## src/rtl/rect_drop_ctl.sv

```systemverilog
// rtl/rect_drop_ctl.sv - mouse-driven rectangle that can be grabbed, dropped under gravity and lands
module rect_drop_ctl #(
    parameter int SCREEN_WIDTH  = 800,
    parameter int SCREEN_HEIGHT = 600,
    parameter int RECT_WIDTH    = 48,
    parameter int RECT_HEIGHT   = 64,
    parameter int G_STEP        = 1,
    parameter int V_MAX         = 16,
    parameter int LAND_FRAMES   = 60
) (
    input  logic        pclk,
    input  logic        rst,
    input  logic        vsync_start,
    input  logic        mouse_left,
    input  logic [11:0] mouse_xpos,
    input  logic [11:0] mouse_ypos,
    output logic [11:0] xpos,
    output logic [11:0] ypos,
    output logic        falling,
    output logic        landed
);

    localparam logic [11:0] XMAX  = 12'(SCREEN_WIDTH - RECT_WIDTH);
    localparam logic [11:0] YMAX  = 12'(SCREEN_HEIGHT - RECT_HEIGHT);
    localparam logic [11:0] GSTEP = 12'(G_STEP);
    localparam logic [11:0] VMAX  = 12'(V_MAX);
    localparam int          CW    = (LAND_FRAMES < 1) ? 1 : $clog2(LAND_FRAMES + 1);
    localparam logic [CW-1:0] LAND_CNT = CW'(LAND_FRAMES);

    typedef enum logic [1:0] {FOLLOW, HOLD, FALL, LANDED} state_t;

    state_t        state;
    state_t        state_nxt;
    logic [11:0]   vel;
    logic [CW-1:0] cnt;
    logic [CW-1:0] cnt_inc;
    logic [12:0]   vel_sum;
    logic [11:0]   vel_new;
    logic [12:0]   y_sum;
    logic [11:0]   y_fall;
    logic [11:0]   x_clamp;
    logic [11:0]   y_clamp;

    // Gravity step and clamped pointer position; sums are 13 bits so nothing wraps
    always_comb begin
        vel_sum = {1'b0, vel} + {1'b0, GSTEP};
        vel_new = (vel_sum > {1'b0, VMAX}) ? VMAX : vel_sum[11:0];
        y_sum   = {1'b0, ypos} + {1'b0, vel_new};
        y_fall  = (y_sum >= {1'b0, YMAX}) ? YMAX : y_sum[11:0];
        x_clamp = (mouse_xpos > XMAX) ? XMAX : mouse_xpos;
        y_clamp = (mouse_ypos > YMAX) ? YMAX : mouse_ypos;
        cnt_inc = cnt + CW'(1);
    end

    // Next-state logic; a button press always wins over landing or timeout
    always_comb begin
        state_nxt = state;
        case (state)
            FOLLOW: if (mouse_left) state_nxt = HOLD;
            HOLD:   if (!mouse_left) state_nxt = FALL;
            FALL: begin
                if (mouse_left)
                    state_nxt = HOLD;
                else if (vsync_start && (y_fall == YMAX))
                    state_nxt = LANDED;
            end
            LANDED: begin
                if (mouse_left)
                    state_nxt = HOLD;
                else if (vsync_start && (cnt_inc == LAND_CNT))
                    state_nxt = FOLLOW;
            end
            default: state_nxt = FOLLOW;
        endcase
    end

    // State register with status flags decoded from the next state
    always_ff @(posedge pclk or posedge rst) begin
        if (rst) begin
            state   <= FOLLOW;
            falling <= 1'b0;
            landed  <= 1'b0;
        end else begin
            state   <= state_nxt;
            falling <= (state_nxt == FALL);
            landed  <= (state_nxt == LANDED);
        end
    end

    // Per-frame position update driven by the state the frame started in
    always_ff @(posedge pclk or posedge rst) begin
        if (rst) begin
            xpos <= '0;
            ypos <= '0;
        end else if (vsync_start) begin
            case (state)
                FOLLOW, HOLD: begin
                    xpos <= x_clamp;
                    ypos <= y_clamp;
                end
                FALL:    ypos <= y_fall;
                default: ;
            endcase
        end
    end

    // Velocity lives only while falling continues; landing counter only while landed
    always_ff @(posedge pclk or posedge rst) begin
        if (rst) begin
            vel <= '0;
            cnt <= '0;
        end else begin
            if ((state == FALL) && (state_nxt == FALL)) begin
                if (vsync_start)
                    vel <= vel_new;
            end else begin
                vel <= '0;
            end
            if (state == LANDED) begin
                if (vsync_start)
                    cnt <= cnt_inc;
            end else begin
                cnt <= '0;
            end
        end
    end

endmodule

```

## config.mk

```make
export PLATFORM = sky130hd
export DESIGN_NAME = rect_drop_ctl
export DESIGN_NICKNAME = d
export VERILOG_FILES = /design/src/rtl/rect_drop_ctl.sv
export SDC_FILE = /design/constraint.sdc
export NUM_CORES = 1
export LEC_CHECK = 0
export CAP_MARGIN = 20
export CORE_ASPECT_RATIO = 0.75
export CORE_MARGIN = 4
export CORE_UTILIZATION = 25
export DETAILED_ROUTE_END_ITERATION = 12
export PLACE_DENSITY = 0.44
export SLEW_MARGIN = 20
export SYNTH_ARGS = -nofsm -noshare
export SYNTH_HDL_FRONTEND = slang
export SYNTH_SLANG_ARGS = --single-unit
```

## constraint.sdc

```tcl
create_clock -name pclk -period 7.8 [get_ports pclk]
set_input_delay 1.56 -clock pclk [delete_from_list [all_inputs] [get_ports pclk]]
set_output_delay 1.56 -clock pclk [all_outputs]
set_load 0.01 [all_outputs]
```

==> impl_metrics.csv, run 1 <==
group,metric,value,unit
clock_tree,cts_resized,0,
pwr,p_leak,1.53,nW
critical_path,worstPathArrival,4.43,ns
timing,layout_min_cycle_time,4.25,ns
detailed_routing,first_iter_violations,158,
yosys,yosys_warnings,0,
status,status,"finished clean",
critical_path,critPathKind,"register to register",
timing,setup_viol,0,
critical_path,crit_path_start_kind,"register",
die,core_area,10500,sq um
timing,timing.setup.tns,0,ns
yosys,yosysSeqAreaShare,42.0,%
pwr,p_seq_share,41.8,%
clock_tree,clk_path_buf_depth,2,
clock_tree,post_cts_buffers,0,
yosys,yosysUniqueCellTypes,51,
final_layout,antennaDiodeCount,0,
detailed_routing,routedLengthMet1,3770,um
pwr,switching_share,26.8,%
detailed_routing,highest-signal-layer,"met4",
hold_path,timing.hold.worst.start,"vel[11]",
critical_path,cp_max_fo,13,
clock_tree,h-tree-depth,2,
final_layout,fillers,1095,
clock_tree,clk_pin_slew,0.07,ns
hold_path,hp-class,"register to register",
timing,finalHoldViolCount,0,
detailed_routing,vias,2355,
placed_design,port_buffers,53,
detailed_routing,antenna_left,0,
timing,whs,0.483,ns
final_layout,drive_gt1_share,4.69,%
timing,relSlewSlack,37.7,%
detailed_routing,dr.pass1.iters,4,
clock_tree,cts_tree,"yes",
yosys,ys.flop_type,"dfrtp_1",
pwr,irDropWorstVdd,0.0931,mV
yosys,async_reset_ff_share,100,%
yosys,netlist_instances,283,
clock_tree,cts_root_buffer,"clkbuf_16",
yosys,synth_edf_count,0,
clock_tree,cts-buffers-inserted,5,
grt,first_global_vias,2414,
yosys,synth_area_per_cell,9.70,sq um
critical_path,rr_startpoint,"vel[0]",
detailed_routing,met3_length,328,um
placed_design,gp_congestion,0.812,
clock_tree,clkLatencyLatePin,0.29,ns
grt,grt_pass1_wl,12600,um
pwr,p_int,450,uW
clock_tree,cts_sinks,46,
pwr,p_comb_share,18.2,%
timing,worst_slack,3.55,ns
pwr,switchingPower,165,uW
final_layout,finalNonFillerCells,477,
grt,grt_usage,12.3,%
yosys,synth-seq-cells,46,
timing,finalMaxSlewViolations,0,
detailed_routing,wirelength,7350,um
timing,clock_skew,0.00635,ns
die,boundaryPins,54,
timing,grt_setup_unrepaired,"false",
critical_path,crit_required,7.98,ns
run,cap_violations,0,
timing,worst_pin_slew,0.931,ns
pwr,powerDensity,171,nW/um^2
die,start_util,26.2,%
timing,clock.fmax,235,MHz
placed_design,place_hpwl,5540,um
die,rows,32,
grt,antenna_found_initial,0,
final_layout,final_cell_area,3600,sq um
final_layout,syn_to_final_growth,31.1,%
clock_tree,holdBufCountCts,0,
final_layout,nets,384,
grt,grt_start_max_net_pins,47,
placed_design,place_ws,3.59,ns
detailed_routing,dr_wl_met2,3190,um
yosys,syn_area,2740,sq um
detailed_routing,route.detailed.wl_per_inst,15.4,um
detailed_routing,drc,0,
pwr,finalPower,615,uW
timing,period_share,54.5,%
critical_path,end_kind,"register",
placed_design,placed_area,3430,sq um
critical_path,worstSetupStartpoint,"vel[0]",
placed_design,place_inst,469,
detailed_routing,viasPerCell,4.94,
pwr,clock_power_share,40.1,%
grt,grt_overflow_total,0,
final_layout,final_core_util,34.3,%
die,chipWidth,129,um
die,die-area,12700,sq um
die,die_h,98.7,um
[placed cells by master, fill, tap and decap left out, types with 3 or more instances in the layout]
cell | Yosys | final
a21o_1 | 7 | 7
o21ai_0 | 12 | 12
and2_1 | 14 | 14
nand3_1 | 7 | 7
nand4_1 | 8 | 8
xor2_1 | 4 | 4
nor2_1 | 22 | 22
clkinv_2 | 0 | 3
clkbuf_16 | 0 | 5
nor4_1 | 4 | 4
and3_1 | 5 | 5
or3_1 | 3 | 3
nand3b_1 | 4 | 4
a22o_1 | 6 | 6
conb_1 | 1 | 7
nand2_1 | 23 | 23
ha_1 | 15 | 15
a22oi_1 | 7 | 7
a211oi_1 | 3 | 3
a21oi_1 | 14 | 14
dfrtp_1 | 46 | 46
o31ai_1 | 5 | 5
xnor2_1 | 9 | 9
a221oi_2 | 4 | 4
inv_1 | 12 | 11
o22a_1 | 4 | 4
clkdlybuf4s50_1 | 0 | 53
[registers in the layout, indices dropped and copies added, names as in the netlist]
register  flops
cnt           6
state         2
falling       1
xpos         12
ypos         12
landed        1
vel          12
[power groups by stage]
| stage | Combinational (mW) | Clock, mW | Sequential (mW) |
|---|---|---|---|
| floorplan | 0.0598 | 0 | 0.263 |
| global placement | 0.112 | 0 | 0.262 |
| detailed placement | 0.112 | 0 | 0.262 |
| CTS | 0.112 | 0.251 | 0.257 |
| global route | 0.125 | 0.260 | 0.259 |
| finish | 0.112 | 0.246 | 0.257 |
[per-layer routing]
| layer | vias up | track usage, % |
|---|---|---|
| li1 | 1159 | - |
| met1 | 1153 | 18.3 |
| met2 | 36 | 17.8 |
| met3 | 7 | 3.03 |
| met4 | 0 | 2.82 |
| met5 | - | 0 |
[worst paths after layout]
kind	cells after the start	slack, ns	to
setup / recovery	14	3.55	vel[1]
hold / removal	1	0.48	vel[11]
setup reg to reg	14	3.55	vel[1]
hold reg to reg	1	0.48	vel[11]
max in group asynchronous	2	5.57	cnt[3]
min in group asynchronous	2	1.72	xpos[7]
[synthesized netlist by cell type, types with 3 or more instances]
master,n,area share (%)
o22a_1,4,1.3
a22oi_1,7,1.9
a21oi_1,14,2.6
or3_1,3,0.68
nand3_1,7,1.3
nand3b_1,4,1.1
o31ai_1,5,1.4
nand4_1,8,1.8
a211oi_1,3,0.82
clkbuf_1,9,1.2
xor2_1,4,1.3
dfrtp_1,46,42
ha_1,15,6.8
a21o_1,7,1.9
and3_1,5,1.1
nor4_1,4,0.91
nand2_1,23,3.1
nor2_1,22,3.0
o21ai_0,12,2.2
and2_1,14,3.2
xnor2_1,9,2.9
a221oi_2,4,2.2
inv_1,12,1.6
a22o_1,6,1.9
[final cells by class]
type / count / area (sq um) / area share, %
Sequential cell: 46 / 1150 / 32.0
Clock buffer: 5 / 125 / 3.48
Multi-Input combinational cell: 221 / 1530 / 42.4
Clock inverter: 3 / 40.0 / 1.11
Timing Repair Buffer: 54 / 538 / 15.0
Tap cell: 136 / 170 / 4.73
Inverter: 12 / 46.3 / 1.29
[critical path: stages (launching register included)]
cell,delay [ns]
dfrtp_1,0.48
ha_1,0.31
a21boi_0,0.19
nand4b_1,0.14
a21oi_1,0.25
nand4_1,0.30
nor2_1,0.20
ha_1,0.30
and3_1,0.21
a221oi_2,0.40
xor2_1,0.21
a21boi_2,0.18
nand4_1,0.13
a21o_1,0.44
o41ai_1,0.39
[cell families after synthesis]
family | Yosys count | synth area share [%]
xor gates and xnor gates | 13 | 4.15
other | 1 | 0.137
AOI/OAI and AO/OA | 85 | 23.9
adders and majority gates | 16 | 7.57
buffers and inverters | 22 | 3.28
muxes | 1 | 0.365
and+or+nand+nor | 99 | 18.7
DFF | 46 | 42.0
(Power assumes the default switching activity.)
==> run 2: changes to the inputs <==
==> constraint.sdc (replaced) <==
create_clock -name pclk -period 4.1 [get_ports pclk]
set_input_delay 0.82 -clock pclk [delete_from_list [all_inputs] [get_ports pclk]]
set_output_delay 0.82 -clock pclk [all_outputs]
set_load 0.01 [all_outputs]
==> impl_metrics.csv, run 2 (synthesis gave the netlist of run 1 again) <==
group,metric,value,unit
status,status,"finished clean",
critical_path,r2r-end,"vel[1]",
hold_path,hold_depth,1,
pwr,switchingPower,313,uW
critical_path,rr_startpoint,"vel[1]",
die,die_h,98.7,um
die,die-area,12700,sq um
die,core_area,10500,sq um
die,start_util,26.2,%
detailed_routing,viasPerCell,4.91,
final_layout,top_regs,"vel (12), xpos (12), ypos (12)",
final_layout,nets,393,
die,chipWidth,129,um
timing,relSlewSlack,44.8,%
run,cap_violations,0,
detailed_routing,antenna_left,0,
timing,clock.fmax,255,MHz
placed_design,placed_area,3450,sq um
clock_tree,cts_root_buffer,"clkbuf_16",
grt,grt_usage,12.0,%
placed_design,gp_congestion,0.838,
timing,worst_slack,0.184,ns
pwr,p_comb_share,17.7,%
timing,worst_pin_slew,0.817,ns
final_layout,final-seq-area,1150,sq um
timing,setup_viol,0,
pwr,finalPower,1.26,mW
detailed_routing,wirelength,7680,um
timing,finalMaxSlewViolations,0,
timing,finalHoldViolCount,0,
grt,first_global_vias,2380,
clock_tree,cts-buffers-inserted,5,
pwr,powerDensity,337,nW/um^2
pwr,irDropWorstVdd,0.208,mV
final_layout,final_cell_area,3730,sq um
critical_path,end_kind,"register",
final_layout,multiInputGateArea,1570,sq um
detailed_routing,vias,2388,
grt,grt_overflow_total,0,
final_layout,syn_to_final_growth,36.0,%
final_layout,fillers,1063,
grt,grt_pass1_wl,12300,um
detailed_routing,dr.pass1.iters,4,
critical_path,r2r_setup_slack,0.18,ns
critical_path,worstRegToRegCells,14,
pwr,p_leak,1.59,nW
clock_tree,holdBufCountCts,0,
clock_tree,clk_pin_slew,0.07,ns
pwr,clock_power_share,43.4,%
die,rows,32,
placed_design,port_buffers,53,
timing,period_share,95.5,%
grt,grt_start_max_net_pins,47,
critical_path,critPathKind,"register to register",
critical_path,crit_path_start_kind,"register",
clock_tree,clkLatencyLatePin,0.29,ns
die,boundaryPins,54,
grt,antenna_found_initial,0,
clock_tree,cts_tree,"yes",
pwr,p_int,942,uW
final_layout,antennaDiodeCount,0,
critical_path,worstPathArrival,4.09,ns
critical_path,cp_max_fo,7,
final_layout,layout_commonest_cell,"clkdlybuf4s50_1",
critical_path,worstSetupStartpoint,"vel[1]",
pwr,p_seq_share,38.9,%
detailed_routing,route.detailed.wl_per_inst,15.8,um
timing,layout_min_cycle_time,3.92,ns
placed_design,place_ws,-0.00212,ns
placed_design,place_hpwl,5640,um
critical_path,cp-endpoint,"vel[1]",
critical_path,crit_required,4.28,ns
final_layout,drive_gt1_share,8.57,%
pwr,switching_share,25.0,%
clock_tree,h-tree-depth,2,
timing,whs,0.490,ns
hold_path,hp-class,"register to register",
detailed_routing,drc,0,
final_layout,mostFrequentLayoutCells,"clkdlybuf4s50_1, dfrtp_1, nand2_1",
clock_tree,clk_path_buf_depth,2,
timing,clock_skew,0.00523,ns
clock_tree,cts_sinks,46,
detailed_routing,first_iter_violations,88,
==> run 2: per-layer routing <==
metal  part of all wire, %  up-vias  routed length (um)  track usage [%]
li1                      -     1190                   -                -
met5                     0        -                   0                0
met1                    51     1154                3920             18.0
met3                   3.8        2                 290             2.33
met2                    45       42                3460             18.1
met4                  0.13        0                  10             2.26
==> run 2: worst min path at each step <==
stage             start       end  slack (ns)
6_report       xpos[10]  xpos[10]        0.49
5_1_grt        xpos[11]  xpos[11]        0.52
4_1_cts        xpos[10]  xpos[10]        0.50
3_5_place_dp    vel[11]   vel[11]        0.48
3_3_place_gp    vel[11]   vel[11]        0.47
2_1_floorplan   vel[11]   vel[11]        0.45
==> run 2: power by group through the flow <==
stage	Combinational, mW	Sequential, mW	Clock, mW
6_report	0.223	0.489	0.545
5_1_grt	0.245	0.491	0.584
4_1_cts	0.214	0.489	0.560
3_5_place_dp	0.213	0.497	0
3_3_place_gp	0.214	0.497	0
2_1_floorplan	0.114	0.500	0
==> run 2: worst max-delay path: stages (launching register included) <==
cell and delay, ns:
dfrtp_1 0.43, ha_2 0.27, and3_1 0.25, a22oi_1 0.10, nand4_1 0.21, nor2_1 0.07, ha_1 0.21, fa_1 0.43
a21o_1 0.23, a221oi_4 0.35, xor2_1 0.22, a21boi_2 0.19, nand4_1 0.22, a21o_4 0.33, o41ai_1 0.30
==> run 2: metrics by stage <==
stage	cells	setup TNS [ns]	utilization, %
final	486	0	35.6
after global routing	486	-0.00450	35.6
after CTS	480	0	34.8
after detailed placement	472	-0.00212	32.9
after global placement	472	0	32.9
after floorplan	289	0	-
==> run 2: cell type report <==
class	count	area share [%]
multi-input cells	222	42.0
flip-flops and latches	46	30.9
repair buffers	62	16.0
well taps	136	4.56
clock buffers	6	3.72
clock inverters	2	1.61
inverters	12	1.24
==> run 2: what timing repair did <==
item | CTS | global route
setup endpoints to repair | 5 | 18
resized for setup | 1 | 6
pin swaps | 0 | 7
gates cloned | 0 | 1
buffers inserted | 0 | 5
==> run 3: changes to the inputs <==
--- a/config.mk
+++ b/config.mk
@@ -9,8 +9,10 @@
 export CORE_ASPECT_RATIO = 0.75
 export CORE_MARGIN = 4
 export CORE_UTILIZATION = 25
+export CTS_CLUSTER_DIAMETER = 80
 export DETAILED_ROUTE_END_ITERATION = 12
-export PLACE_DENSITY = 0.44
+export GPL_ROUTABILITY_DRIVEN = 0
+export PLACE_DENSITY = 0.56
 export SLEW_MARGIN = 20
 export SYNTH_ARGS = -nofsm -noshare
 export SYNTH_HDL_FRONTEND = slang
==> impl_metrics.csv, run 3 (synthesis gave the netlist of run 1 again) <==
group,metric,value,unit
pwr,finalPower,1.24,mW
final_layout,final_cell_area,3730,sq um
critical_path,worstPathArrival,4.10,ns
clock_tree,h-tree-depth,2,
detailed_routing,wirelength,7310,um
status,status,"finished clean",
clock_tree,clk_path_buf_depth,2,
clock_tree,cts-buffers-inserted,5,
grt,grt_overflow_total,0,
die,rows,32,
grt,grt_start_max_net_pins,47,
detailed_routing,viasPerCell,4.97,
placed_design,port_buffers,53,
final_layout,syn_to_final_growth,35.9,%
pwr,clock_power_share,42.6,%
final_layout,final-seq-area,1150,sq um
timing,clock.fmax,255,MHz
detailed_routing,dr.pass1.iters,4,
critical_path,end_kind,"register",
hold_path,hp-class,"register to register",
clock_tree,cts_root_buffer,"clkbuf_16",
final_layout,multiInputGateArea,1570,sq um
detailed_routing,first_iter_violations,193,
final_layout,final_core_util,35.5,%
critical_path,cp_cell_sequence,"buf_4, and3_1, nand4b_1, a21oi_1, nand4_1, buf_4, nor2_1, ha_1, fa_1, a21o_1, a221oi_4, xor2_1, a21boi_2, nand4_1, a21o_4, o31a_1",
timing,finalHoldViolCount,0,
grt,first_global_vias,2351,
die,die-area,12700,sq um
final_layout,antennaDiodeCount,0,
grt,grt_pass1_wl,11800,um
clock_tree,clk_pin_slew,0.07,ns
final_layout,drive_gt1_share,8.57,%
pwr,p_int,926,uW
final_layout,finalNonFillerCells,486,
die,chipWidth,129,um
timing,worst_pin_slew,0.888,ns
critical_path,crit_family,"compound AO/OA/AOI/OAI gates",
detailed_routing,drc,0,
clock_tree,cts_sinks,46,
critical_path,path_buf_inv,2,
pwr,switching_share,25.1,%
placed_design,placed_area,3450,sq um
timing,finalMaxSlewViolations,0,
die,boundaryPins,54,
pwr,p_comb_share,17.9,%
critical_path,cpPeakStageDelay,0.42,ns
final_layout,top_regs,"vel (12), xpos (12), ypos (12)",
critical_path,cp_slowest_cell,"fa_1",
detailed_routing,route.detailed.wl_per_inst,15.0,um
pwr,switchingPower,311,uW
timing,layout_min_cycle_time,3.93,ns
placed_design,place_hpwl,5450,um
final_layout,layout_commonest_cell,"clkdlybuf4s50_1",
die,core_area,10500,sq um
placed_design,place_inst,472,
pwr,powerDensity,332,nW/um^2
grt,grt_usage,11.4,%
run,cap_violations,0,
pwr,irDropWorstVdd,0.144,mV
pwr,p_leak,1.59,nW
timing,whs,0.495,ns
critical_path,crit_required,4.28,ns
detailed_routing,antenna_left,0,
final_layout,fillers,1067,
grt,antenna_found_initial,0,
clock_tree,cts_tree,"yes",
final_layout,nets,393,
die,start_util,26.2,%
critical_path,critPathKind,"register to register",
die,die_h,98.7,um
critical_path,crit_path_start_kind,"register",
pwr,p_seq_share,39.5,%
timing,relSlewSlack,40.0,%
detailed_routing,vias,2415,
final_layout,mostFrequentLayoutCells,"clkdlybuf4s50_1, dfrtp_1, nand2_1",
timing,clock_skew,0.00652,ns
critical_path,cp_max_fo,7,
clock_tree,clkLatencyLatePin,0.29,ns
timing,setup_viol,0,
timing,period_share,95.8,%
[run 3: changes by cell type in the layout (fill, tap and decap cells not counted)]
cell / delta
a21oi_1: +1
a21oi_2: -1
and3_1: -1
and3_2: +1
clkbuf_8: -1
clkinv_4: +1
nor2_1: +1
nor2_2: -1
o41ai_1: -1
o41ai_2: +1
[run 3: layout make-up]
| cell class | instances | area share [%] |
|---|---|---|
| Timing Repair Buffer | 62 | 16.0 |
| Tap cell | 136 | 4.56 |
| Multi-Input combinational cell | 222 | 42.1 |
| Inverter | 12 | 1.24 |
| Clock inverter | 3 | 1.85 |
| Clock buffer | 5 | 3.36 |
| Sequential cell | 46 | 30.9 |
[run 3: path summary, 6_finish.rpt]
check	start	endpoint	slack [ns]	cells past startpoint
hold reg to reg	xpos[10]	xpos[10]	0.49	1
min in group asynchronous	rst	xpos[5]	0.98	2
hold / removal	xpos[10]	xpos[10]	0.49	1
setup / recovery	vel[1]	ypos[4]	0.17	16
max in group asynchronous	rst	cnt[5]	2.64	2
setup reg to reg	vel[1]	ypos[4]	0.17	16
[run 3: routing by layer]
metal | wire, um | GRT usage [%] | vias to the layer above
li1 | - | - | 1186
met1 | 3600 | 16.4 | 1165
met2 | 3260 | 17.4 | 58
met3 | 394 | 3.14 | 6
met4 | 46 | 1.94 | 0
met5 | 0 | 0 | -
[run 3: power groups by stage]
stage	clock (mW)	combinational (mW)	sequential [mW]
final	0.527	0.221	0.489
after global routing	0.561	0.242	0.491
after CTS	0.541	0.213	0.489
after detailed placement	0	0.211	0.497
after global placement	0	0.210	0.497
after floorplan	0	0.114	0.500
[run 3: timing repair]
item | in CTS | in global routing
buffers inserted | 0 | 5
hold buffers | 0 | 0
gates cloned | 0 | 1
endpoints found under the hold margin | 0 | 0
gates resized for setup | 1 | 6
setup endpoints to repair | 3 | 15
pin swaps | 0 | 4
[run 3: per-stage QoR]
step           setup slack [ns]  setup TNS [ns]
6_report                  0.174               0
5_1_grt                 -0.0167         -0.0167
4_1_cts                  0.0287               0
3_5_place_dp            -0.0137         -0.0137
3_3_place_gp              0.179               0
2_1_floorplan             0.498               0
